$ cat config.mk
export PLATFORM = sky130hd
export DESIGN_NAME = vga_sync_decoder
export DESIGN_NICKNAME = d
export VERILOG_FILES = /design/src/rtl/vga_sync_decoder.sv
export SDC_FILE = /design/constraint.sdc
export NUM_CORES = 1
export LEC_CHECK = 0
export CORE_MARGIN = 4
export CORE_UTILIZATION = 40
export DETAILED_ROUTE_END_ITERATION = 6
export GPL_TIMING_DRIVEN = 1
export PLACE_DENSITY_LB_ADDON = 0.25
export SLEW_MARGIN = 20
export SYNTH_ARGS = -nofsm -noshare
export SYNTH_HDL_FRONTEND = slang
export SYNTH_SLANG_ARGS = --single-unit
export TNS_END_PERCENT = 20
$ cat constraint.sdc
create_clock -name clk -period 3.88 [get_ports clk]
set_clock_uncertainty 0.2 [all_clocks]
set_input_delay 0.97 -clock clk [delete_from_list [all_inputs] [get_ports clk]]
set_output_delay 0.97 -clock clk [all_outputs]
set_load 0.03 [all_outputs]
$ cat src/rtl/vga_sync_decoder.sv
// vga_sync_decoder
// Recovers pixel timing from a VGA sync stream clocked on the generator's own
// pixel clock. The block measures line length and frame height, locks after a
// run of consistent lines and frames, and then emits the pixel coordinates
// together with the colour that was sampled for that position.
//
// Pipeline: stage 1 registers the raw inputs and all decoding works on it.
// Stage 2 registers the pixel outputs from the counters' next values. As a
// result, pix_x/pix_y always equal hcnt/vcnt minus the active offsets in the
// cycle they are shown, and pix_rgb is the rgb_in sampled two clocks earlier.
module vga_sync_decoder #(
    parameter int H_TOTAL          = 800,
    parameter int H_SYNC_TO_ACTIVE = 144,
    parameter int H_ACTIVE         = 640,
    parameter int V_TOTAL          = 525,
    parameter int V_SYNC_TO_ACTIVE = 35,
    parameter int V_ACTIVE         = 480,
    parameter int LOCK_LINES       = 4
) (
    input  logic       clk,
    input  logic       rst_n,
    input  logic       hsync_in,
    input  logic       vsync_in,
    input  logic [5:0] rgb_in,
    output logic       pix_valid,
    output logic [9:0] pix_x,
    output logic [9:0] pix_y,
    output logic [5:0] pix_rgb,
    output logic [9:0] line_len,
    output logic       locked,
    output logic       frame_start,
    output logic       sync_err
);

    // Timing constants, all carried at the 10-bit counter width.
    localparam logic [9:0] CNT_MAX_C  = 10'h3FF;
    localparam logic [9:0] H_TOTAL_C  = 10'(H_TOTAL);
    localparam logic [9:0] H_LOST_C   = 10'(H_TOTAL + 16);
    localparam logic [9:0] V_TOTAL_C  = 10'(V_TOTAL);
    localparam logic [9:0] H_ACT_LO_C = 10'(H_SYNC_TO_ACTIVE);
    localparam logic [9:0] H_ACT_HI_C = 10'(H_SYNC_TO_ACTIVE + H_ACTIVE - 1);
    localparam logic [9:0] V_ACT_LO_C = 10'(V_SYNC_TO_ACTIVE);
    localparam logic [9:0] V_ACT_HI_C = 10'(V_SYNC_TO_ACTIVE + V_ACTIVE - 1);
    localparam logic [9:0] LOCK_C     = 10'(LOCK_LINES);

    typedef enum logic [1:0] {
        SEARCH = 2'd0,
        ACQ    = 2'd1,
        LOCKED = 2'd2
    } state_e;

    // Saturating increment: counters stick at full scale rather than wrap.
    function automatic logic [9:0] sat_inc(input logic [9:0] v);
        logic [9:0] r;
        if (v == CNT_MAX_C) begin
            r = v;
        end else begin
            r = v + 10'd1;
        end
        return r;
    endfunction

    // Stage 1 input registers.
    logic       hs1_q, hs1_prev_q;
    logic       vs1_q, vs1_prev_q;
    logic [5:0] rgb1_q;

    // Counters and measurement state.
    logic [9:0] hcnt_q, hcnt_d;
    logic [9:0] vcnt_q, vcnt_d;
    logic       pend_q, pend_d;
    logic [9:0] line_len_q, line_len_d;

    // Lock FSM state and its registered outputs.
    state_e     state_q;
    logic [9:0] good_q, good_d;
    logic       vseen_q;
    logic       locked_q, locked_d;
    logic       frame_start_q;
    logic       sync_err_q;

    // Stage 2 pixel outputs.
    logic       pix_valid_q, pix_valid_d;
    logic [9:0] pix_x_q, pix_x_d;
    logic [9:0] pix_y_q, pix_y_d;
    logic [5:0] pix_rgb_q, pix_rgb_d;

    // Decoded events.
    logic       hs_fall_s, vs_fall_s, reload_s;
    logic [9:0] meas_len_s, frame_lines_s;
    logic       line_bad_s, frame_bad_s, h_lost_s, v_lost_s;
    logic       lock_exit_s, lock_enter_s;
    logic       h_in_s, v_in_s;

    // Stage 1: sample the raw sync and colour inputs; syncs idle high so a low
    // level present at reset release is decoded as a falling edge.
    always_ff @(posedge clk) begin
        if (!rst_n) begin
            hs1_q      <= 1'b1;
            hs1_prev_q <= 1'b1;
            vs1_q      <= 1'b1;
            vs1_prev_q <= 1'b1;
            rgb1_q     <= 6'd0;
        end else begin
            hs1_q      <= hsync_in;
            hs1_prev_q <= hs1_q;
            vs1_q      <= vsync_in;
            vs1_prev_q <= vs1_q;
            rgb1_q     <= rgb_in;
        end
    end

    // Edge detection and the measurements that become valid at an hsync edge.
    always_comb begin
        hs_fall_s     = hs1_prev_q & ~hs1_q;
        vs_fall_s     = vs1_prev_q & ~vs1_q;
        reload_s      = hs_fall_s & (pend_q | vs_fall_s);
        meas_len_s    = sat_inc(hcnt_q);
        frame_lines_s = sat_inc(vcnt_q);
    end

    // Next-state logic for the horizontal/vertical counters and vsync pending.
    always_comb begin
        if (hs_fall_s) begin
            hcnt_d     = 10'd0;
            line_len_d = meas_len_s;
        end else begin
            hcnt_d     = sat_inc(hcnt_q);
            line_len_d = line_len_q;
        end

        if (reload_s) begin
            vcnt_d = 10'd0;
        end else if (hs_fall_s) begin
            vcnt_d = sat_inc(vcnt_q);
        end else begin
            vcnt_d = vcnt_q;
        end

        // A vsync edge waits for the next hsync edge (or the same one) to
        // mark the frame boundary.
        if (reload_s) begin
            pend_d = 1'b0;
        end else if (vs_fall_s) begin
            pend_d = 1'b1;
        end else begin
            pend_d = pend_q;
        end
    end

    // Counter registers.
    always_ff @(posedge clk) begin
        if (!rst_n) begin
            hcnt_q     <= 10'd0;
            vcnt_q     <= 10'd0;
            pend_q     <= 1'b0;
            line_len_q <= 10'd0;
        end else begin
            hcnt_q     <= hcnt_d;
            vcnt_q     <= vcnt_d;
            pend_q     <= pend_d;
            line_len_q <= line_len_d;
        end
    end

    // Lock qualification: good-line run length, lock entry and loss conditions.
    always_comb begin
        if (hs_fall_s) begin
            if (meas_len_s == H_TOTAL_C) begin
                if (good_q >= LOCK_C) begin
                    good_d = LOCK_C;
                end else begin
                    good_d = good_q + 10'd1;
                end
            end else begin
                good_d = 10'd0;
            end
        end else begin
            good_d = good_q;
        end

        line_bad_s   = hs_fall_s & (meas_len_s != H_TOTAL_C);
        frame_bad_s  = reload_s & (frame_lines_s != V_TOTAL_C);
        h_lost_s     = (hcnt_q == H_LOST_C);
        v_lost_s     = (vcnt_q == V_TOTAL_C);
        lock_exit_s  = line_bad_s | frame_bad_s | h_lost_s | v_lost_s;
        lock_enter_s = reload_s & vseen_q & (frame_lines_s == V_TOTAL_C) &
                       (good_d == LOCK_C);

        // Whether the FSM will be in LOCKED after this edge.
        case (state_q)
            LOCKED:  locked_d = ~lock_exit_s;
            ACQ:     locked_d = lock_enter_s;
            default: locked_d = 1'b0;
        endcase
    end

    // Lock FSM with its registered status outputs.
    always_ff @(posedge clk) begin
        if (!rst_n) begin
            state_q       <= SEARCH;
            good_q        <= 10'd0;
            vseen_q       <= 1'b0;
            locked_q      <= 1'b0;
            frame_start_q <= 1'b0;
            sync_err_q    <= 1'b0;
        end else begin
            sync_err_q    <= 1'b0;
            locked_q      <= locked_d;
            frame_start_q <= reload_s & locked_d;
            case (state_q)
                SEARCH: begin
                    if (hs_fall_s) begin
                        state_q <= ACQ;
                        good_q  <= 10'd0;
                        vseen_q <= 1'b0;
                    end
                end
                ACQ: begin
                    good_q <= good_d;
                    if (reload_s) begin
                        vseen_q <= 1'b1;
                    end
                    if (lock_enter_s) begin
                        state_q <= LOCKED;
                    end
                end
                LOCKED: begin
                    if (lock_exit_s) begin
                        state_q    <= SEARCH;
                        sync_err_q <= 1'b1;
                    end
                end
                default: begin
                    state_q <= SEARCH;
                    good_q  <= 10'd0;
                    vseen_q <= 1'b0;
                end
            endcase
        end
    end

    // Active-window decode on the counters' next values, so stage 2 lines up
    // with the colour sampled in stage 1.
    always_comb begin
        h_in_s      = (hcnt_d >= H_ACT_LO_C) && (hcnt_d <= H_ACT_HI_C);
        v_in_s      = (vcnt_d >= V_ACT_LO_C) && (vcnt_d <= V_ACT_HI_C);
        pix_valid_d = locked_d & h_in_s & v_in_s;
        if (pix_valid_d) begin
            pix_x_d   = hcnt_d - H_ACT_LO_C;
            pix_y_d   = vcnt_d - V_ACT_LO_C;
            pix_rgb_d = rgb1_q;
        end else begin
            pix_x_d   = 10'd0;
            pix_y_d   = 10'd0;
            pix_rgb_d = 6'd0;
        end
    end

    // Stage 2 pixel output registers.
    always_ff @(posedge clk) begin
        if (!rst_n) begin
            pix_valid_q <= 1'b0;
            pix_x_q     <= 10'd0;
            pix_y_q     <= 10'd0;
            pix_rgb_q   <= 6'd0;
        end else begin
            pix_valid_q <= pix_valid_d;
            pix_x_q     <= pix_x_d;
            pix_y_q     <= pix_y_d;
            pix_rgb_q   <= pix_rgb_d;
        end
    end

    assign pix_valid   = pix_valid_q;
    assign pix_x       = pix_x_q;
    assign pix_y       = pix_y_q;
    assign pix_rgb     = pix_rgb_q;
    assign line_len    = line_len_q;
    assign locked      = locked_q;
    assign frame_start = frame_start_q;
    assign sync_err    = sync_err_q;

endmodule

==> impl_metrics.tcl, run 1 <==
set metrics [dict create \
    routedWlPerCell_um 15.12 \
    postRouteAntennaNets 0 \
    ys_warn_count 0 \
    cp-start-kind "register" \
    synthesis.area_um2 4288 \
    ys_async_sr_fraction_pct 0 \
    grtUsageTotal_pct 15.57 \
    post_cts_buffers 0 \
    cts_root_buf "clkbuf_8" \
    boundaryPins 50 \
    worstSetupEndpoint "pix_y[5]" \
    setup_viol 0 \
    worst_pin_slew_ps 1031 \
    synth.yosys.seq_area_share_pct 39.22 \
    worstHoldStart "vs1_q" \
    grt_pass1_wl_mm 16.10 \
    synth_top_area_share_pct 39.22 \
    rsz0062_at_grt "no" \
    cts_resized 0 \
    synth_enable_flop_cells 0 \
    hold_buffers 0 \
    port_buffers 49 \
    drc 0 \
    r2r_cells 10 \
    grt_max_degree 29 \
    fin_setup_tns_ps 0 \
    drt-pass1-iter-count 5 \
    maxCapViolations 0 \
    clock_latency_ps 360 \
    worstReg2RegEnd "pix_y[5]" \
    rows 37 \
    min_period_ps 3365 \
    cp_max_fo 27 \
    drive_above_1_share_pct 16.16 \
    antenna_found_initial 0 \
    ff2ff_setup_slack_ps 520 \
    r2r-start "hcnt_q[0]" \
    synth.most_common_cell "dfxtp_1" \
    fin_crit_sh_pct 86.72 \
    vias_per_cell 5.257 \
    place_congestion 0.8839 \
    die_area_um2 12440 \
    n_antenna_cell 0 \
    vias 3317 \
    h-tree-depth 3 \
    hold_viol 0 \
    status "completed" \
    cts.clk_slew.worst_paths_ps 100 \
    start_util_pct 41.35 \
    core-area_um2 10370 \
    die_x_um 111.5 \
    setup_ws_ps 515.1 \
    slew_viol_final 0 \
    numClockSinks 84 \
    synth_top_area_cell "dfxtp_1" \
    gr-total-overflow 0 \
    post-dp-hpwl_mm 7.036 \
    dr.first_iter.drc_count 150 \
    ys_ff_latch 84 \
    relSlewSlack_pct 30.95 \
    max_freq_mhz 297.2 \
    cts_tree "done" \
    grt_pass1_vias 3220 \
    syn_avg_cell_area_um2 9.507 \
    fin_nets 516 \
    powerDensity_nw_per_um2 324.6 \
    ir_worst_vdd_v 0.0002074 \
    synth.area.top_cells "dfxtp_1 (39%), ha_1 (4.7%), nor3_2 (4.4%)" \
    yosysUniqueCellTypes 73 \
    syn_nets 477 \
    synth_cells 451 \
    cts-buffers-inserted 9 \
    crit_start "hcnt_q[0]" \
    p_leak_nw 1.796 \
    crit_arrival_ps 3430 \
    dieHeight_um 111.5 \
    wl_mm 9.540 \
    hp-class "register to register" \
    synthFlopType "dfxtp_1" \
    synth_common_cells "dfxtp_1 (84), nor2_1 (35), nand2_1 (31)" \
    area_delta_synth_final_pct 15.55 \
    cts.path.max_buffers 2 \
    place_ws_ps 568.8 \
    fillers 1021 \
    critPathRequiredTime_ps 3950 \
    end_kind "register" \
    path_class "register to register" \
]
==> metal layers <==
layer | global-route usage, % | routed length (um) | vias up
met3 | 2.663 | 523 | 16
met2 | 23.84 | 4137 | 100
met5 | 0 | 0 | -
met4 | 6.407 | 229 | 0
li1 | - | - | 1670
met1 | 21.74 | 4649 | 1531
==> state kept, by name, indices dropped and copies added, names as in the netlist <==
name         flops
good_q          10
hcnt_q          10
line_len        10
pix_x           10
pix_y           10
vcnt_q          10
pix_rgb          6
rgb1_q           6
state_q          2
frame_start      1
hs1_prev_q       1
hs1_q            1
locked           1
pend_q           1
pix_valid        1
sync_err         1
vs1_prev_q       1
vs1_q            1
vseen_q          1
==> cell families (layout without fill, tap and decap cells) <==
group / count (synthesis) / in the layout / share of synthesized area, %
AO/OA/AOI/OAI: 80 / 80 / 15.29
multiplexers: 6 / 6 / 1.401
adder cells (fa/ha/maj): 16 / 16 / 4.669
XOR/XNOR: 14 / 14 / 2.859
buffers and inverters: 42 / 86 / 6.390
AND/OR/NAND/NOR: 209 / 209 / 30.17
flip-flops: 84 / 84 / 39.22
==> placed cells by master (no fill, tap or decap), types with 5 or more instances in the layout <==
cell type	Yosys	routed
buf_4	3	7
nor3_2	19	19
a21oi_1	9	9
nor3b_1	5	5
and2_1	29	29
clkdlybuf4s50_1	0	49
dfxtp_1	84	84
nor2_1	35	35
a31oi_1	8	8
nand3_1	20	20
nand2_1	31	31
xnor2_1	10	10
ha_1	16	16
clkbuf_8	1	9
inv_1	14	14
and3_1	13	13
nand2b_1	11	11
nor4_1	5	5
o21ai_0	16	16
mux2i_1	6	6
nor3_1	7	7
==> worst min-delay path by stage <==
stage            endpoint  depth (start not counted)
2_1_floorplan  vs1_prev_q                          1
3_3_place_gp   vs1_prev_q                          1
3_5_place_dp   vs1_prev_q                          1
4_1_cts        pix_rgb[5]                          1
5_1_grt        pix_rgb[0]                          1
6_report       vs1_prev_q                          1
==> worst max-delay path: stages, from the launching register on <==
cell and delay (ps):
dfxtp_1 390, ha_1 300, and3_2 270, o21ai_0 390, nand2b_1 230, ha_1 300, a311o_1 180, nand3_1 90
o21ai_2 210, o211ai_4 360, nor4_2 350
==> where the power goes <==
| group | leakage [nW] | total, W | internal (W) | switching (W) |
|---|---|---|---|---|
| clock | 0.0856 | 0.000563 | 0.000234 | 0.000328 |
| sequential | 0.680 | 0.000890 | 0.000878 | 0.0000125 |
| combinational | 1.03 | 0.000156 | 0.0000605 | 0.0000953 |
| total | 1.80 | 0.00161 | 0.00117 | 0.000436 |
==> cell type report <==
class,count,area (um^2),area share [%]
Multi-Input combinational cell,325,2332,47.07
Sequential cell,84,1682,33.94
Timing Repair Buffer,56,543.0,10.96
Tap cell,136,170.2,3.434
Clock buffer,9,123.9,2.500
Inverter,14,52.55,1.061
Clock inverter,7,51.30,1.035
==> through the flow <==
step	std cells	hold slack [ps]	utilization (%)	instance area [um^2]	power [W]
floorplan	451	225.3	-	4288	0.001019
global placement	615	238.3	46.09	4780	0.001062
detailed placement	615	245.0	46.09	4780	0.001067
CTS	631	261.6	47.78	4955	0.001624
global route	631	271.1	47.78	4955	0.001675
finish	631	262.9	47.78	4955	0.001608
No activity file was read; power rests on OpenSTA's default activity.
==> run 2, diff against run 1 <==
==> constraint.sdc (replaced) <==
create_clock -name clk -period 2.7 [get_ports clk]
set_clock_uncertainty 0.2 [all_clocks]
set_input_delay 0.675 -clock clk [delete_from_list [all_inputs] [get_ports clk]]
set_output_delay 0.675 -clock clk [all_outputs]
set_load 0.03 [all_outputs]
==> run 2 against run 1 <==
Net effect: die area stayed put; register-to-register slack worse by 500 ps; highest routed layer unchanged; global-route usage is 2.2 points higher; sequential cell count stayed put; cell count is 13% higher; sequential share of layout area is 5.1 points lower; combinational power is 80% higher; fmax is 25% higher.
==> impl_metrics.tcl, run 2 (synthesis results as in run 1) <==
set metrics [dict create \
    worst_pin_slew_ps 495.3 \
    antenna_found_initial 0 \
    cts-buffers-inserted 9 \
    rows 37 \
    cts.clk_slew.worst_paths_ps 100 \
    grt_max_degree 28 \
    worstReg2RegEnd "pix_x[8]" \
    dr.first_iter.drc_count 278 \
    post-dp-hpwl_mm 7.886 \
    r2r-start "hcnt_q[1]" \
    n_antenna_cell 0 \
    cp-start-kind "register" \
    setup_viol 0 \
    relSlewSlack_pct 66.76 \
    placedInstanceArea_um2 5348 \
    status "completed" \
    ir_worst_vdd_v 0.0002004 \
    numClockSinks 84 \
    mostFrequentLayoutCell "dfxtp_1" \
    fillers 926 \
    drc 0 \
    critPathRequiredTime_ps 2780 \
    powerDensity_nw_per_um2 415.3 \
    fin_nets 595 \
    end_kind "register" \
    finalNonFillerCells 710 \
    rsz0062_at_grt "yes" \
    grtUsageTotal_pct 17.78 \
    area_delta_synth_final_pct 37.12 \
    final-seq-area_um2 1697 \
    cts.path.max_buffers 2 \
    ff2ff_setup_slack_ps 10 \
    grt_pass1_wl_mm 18.28 \
    hp-class "register to register" \
    maxCapViolations 0 \
    min_to "pix_rgb[4]" \
    slew_viol_final 0 \
    drive_above_1_share_pct 35.19 \
    boundaryPins 50 \
    crit_arrival_ps 2760 \
    multi_input_area_um2 2579 \
    dieHeight_um 111.5 \
    utilization_pct 56.70 \
    final_design_area_no_fill_um2 5879 \
    placedCellCount 685 \
    max_freq_mhz 372.0 \
    postRouteAntennaNets 0 \
    layout_common_cells "dfxtp_1 (74), buf_4 (73), clkdlybuf4s50_1 (49)" \
    wl_mm 10.92 \
    cts_root_buf "clkbuf_8" \
    min_path_cells 1 \
    cts_tree "done" \
    start_util_pct 41.35 \
    path_class "register to register" \
    h-tree-depth 3 \
    routedWlPerCell_um 15.38 \
    die_area_um2 12440 \
    holdWs_ps 274.8 \
    fin_crit_sh_pct 99.56 \
    drt-pass1-iter-count 4 \
    port_buffers 49 \
    worstHoldStart "rgb1_q[4]" \
    p_leak_nw 2.241 \
    r2r_cells 12 \
    cp_max_fo 5 \
    die_x_um 111.5 \
    clock_latency_ps 360 \
    vias 3678 \
    vias_per_cell 5.180 \
    grt_pass1_vias 3679 \
    place_congestion 0.8760 \
    hold_viol 0 \
    fin_setup_tns_ps 0 \
    min_period_ps 2688 \
    core-area_um2 10370 \
    gr-total-overflow 0 \
]
## run 2: cell count changes in the layout (fill, tap and decap cells not counted), sizes merged
cell      change
buf          +78
inv           +3
clkinv        -2
clkinvlp      -2
clkbuf        +1
o211ai        +1
## run 2: cell type report
| cell class | instances | area share, % |
|---|---|---|
| inverter | 14 | 0.8938 |
| sequential | 84 | 28.86 |
| clock inverter | 6 | 0.8938 |
| multi-input combinational | 326 | 43.86 |
| clock buffer | 10 | 2.341 |
| timing repair buffer | 134 | 20.26 |
| tap | 136 | 2.894 |
## run 2: worst max-delay path by stage
stage,end,startpoint,slack [ps]
floorplan,pix_x[8],vcnt_q[1],-60
global placement,state_q[1],hcnt_q[0],-40
detailed placement,pix_y[8],hcnt_q[0],-80
CTS,pix_x[8],hcnt_q[1],-5
global route,pix_x[8],hcnt_q[0],-100
finish,pix_x[8],hcnt_q[1],10
## run 2: power by group
| group | internal (W) | switching, W | leakage (nW) |
|---|---|---|---|
| clock network | 0.000376 | 0.000505 | 0.0983 |
| logic | 0.000122 | 0.000159 | 1.46 |
| registers | 0.00126 | 0.0000169 | 0.685 |
## run 2: critical path, cell delays in order, from the launching register on
cell and delay [ps]:
dfxtp_4 370, ha_4 160, and3_4 190, buf_6 110, a211oi_2 200, a31oi_2 80
nor4_4 360, nor2_4 100, nor3_4 190, buf_6 150, o211ai_4 150, buf_6 160
a211oi_2 170
## run 2: layer usage
metal	vias to the layer above	global-route usage (%)	part of all wire (%)
met2	98	28.11	46
met1	1717	24.45	48
met5	-	0	0
li1	1846	-	-
met3	17	3.750	4.8
met4	0	5.434	1.9
## run 2: timing repair
item / in CTS / in global routing
resized for setup: 9 / 56
hold endpoints to repair: 0 / 0
buffers inserted: 6 / 2
pin swaps: 4 / 19
hold buffers: 0 / 0
gates cloned: 1 / 0
setup endpoints to repair: 23 / 29
## run 2: stage by stage
stage	power [W]	worst slack, ps
finish	0.002442	12.01
global route	0.002544	-98.37
CTS	0.002451	-5.262
detailed placement	0.001559	-82.12
global placement	0.001555	-36.12
floorplan	0.001466	-63.12
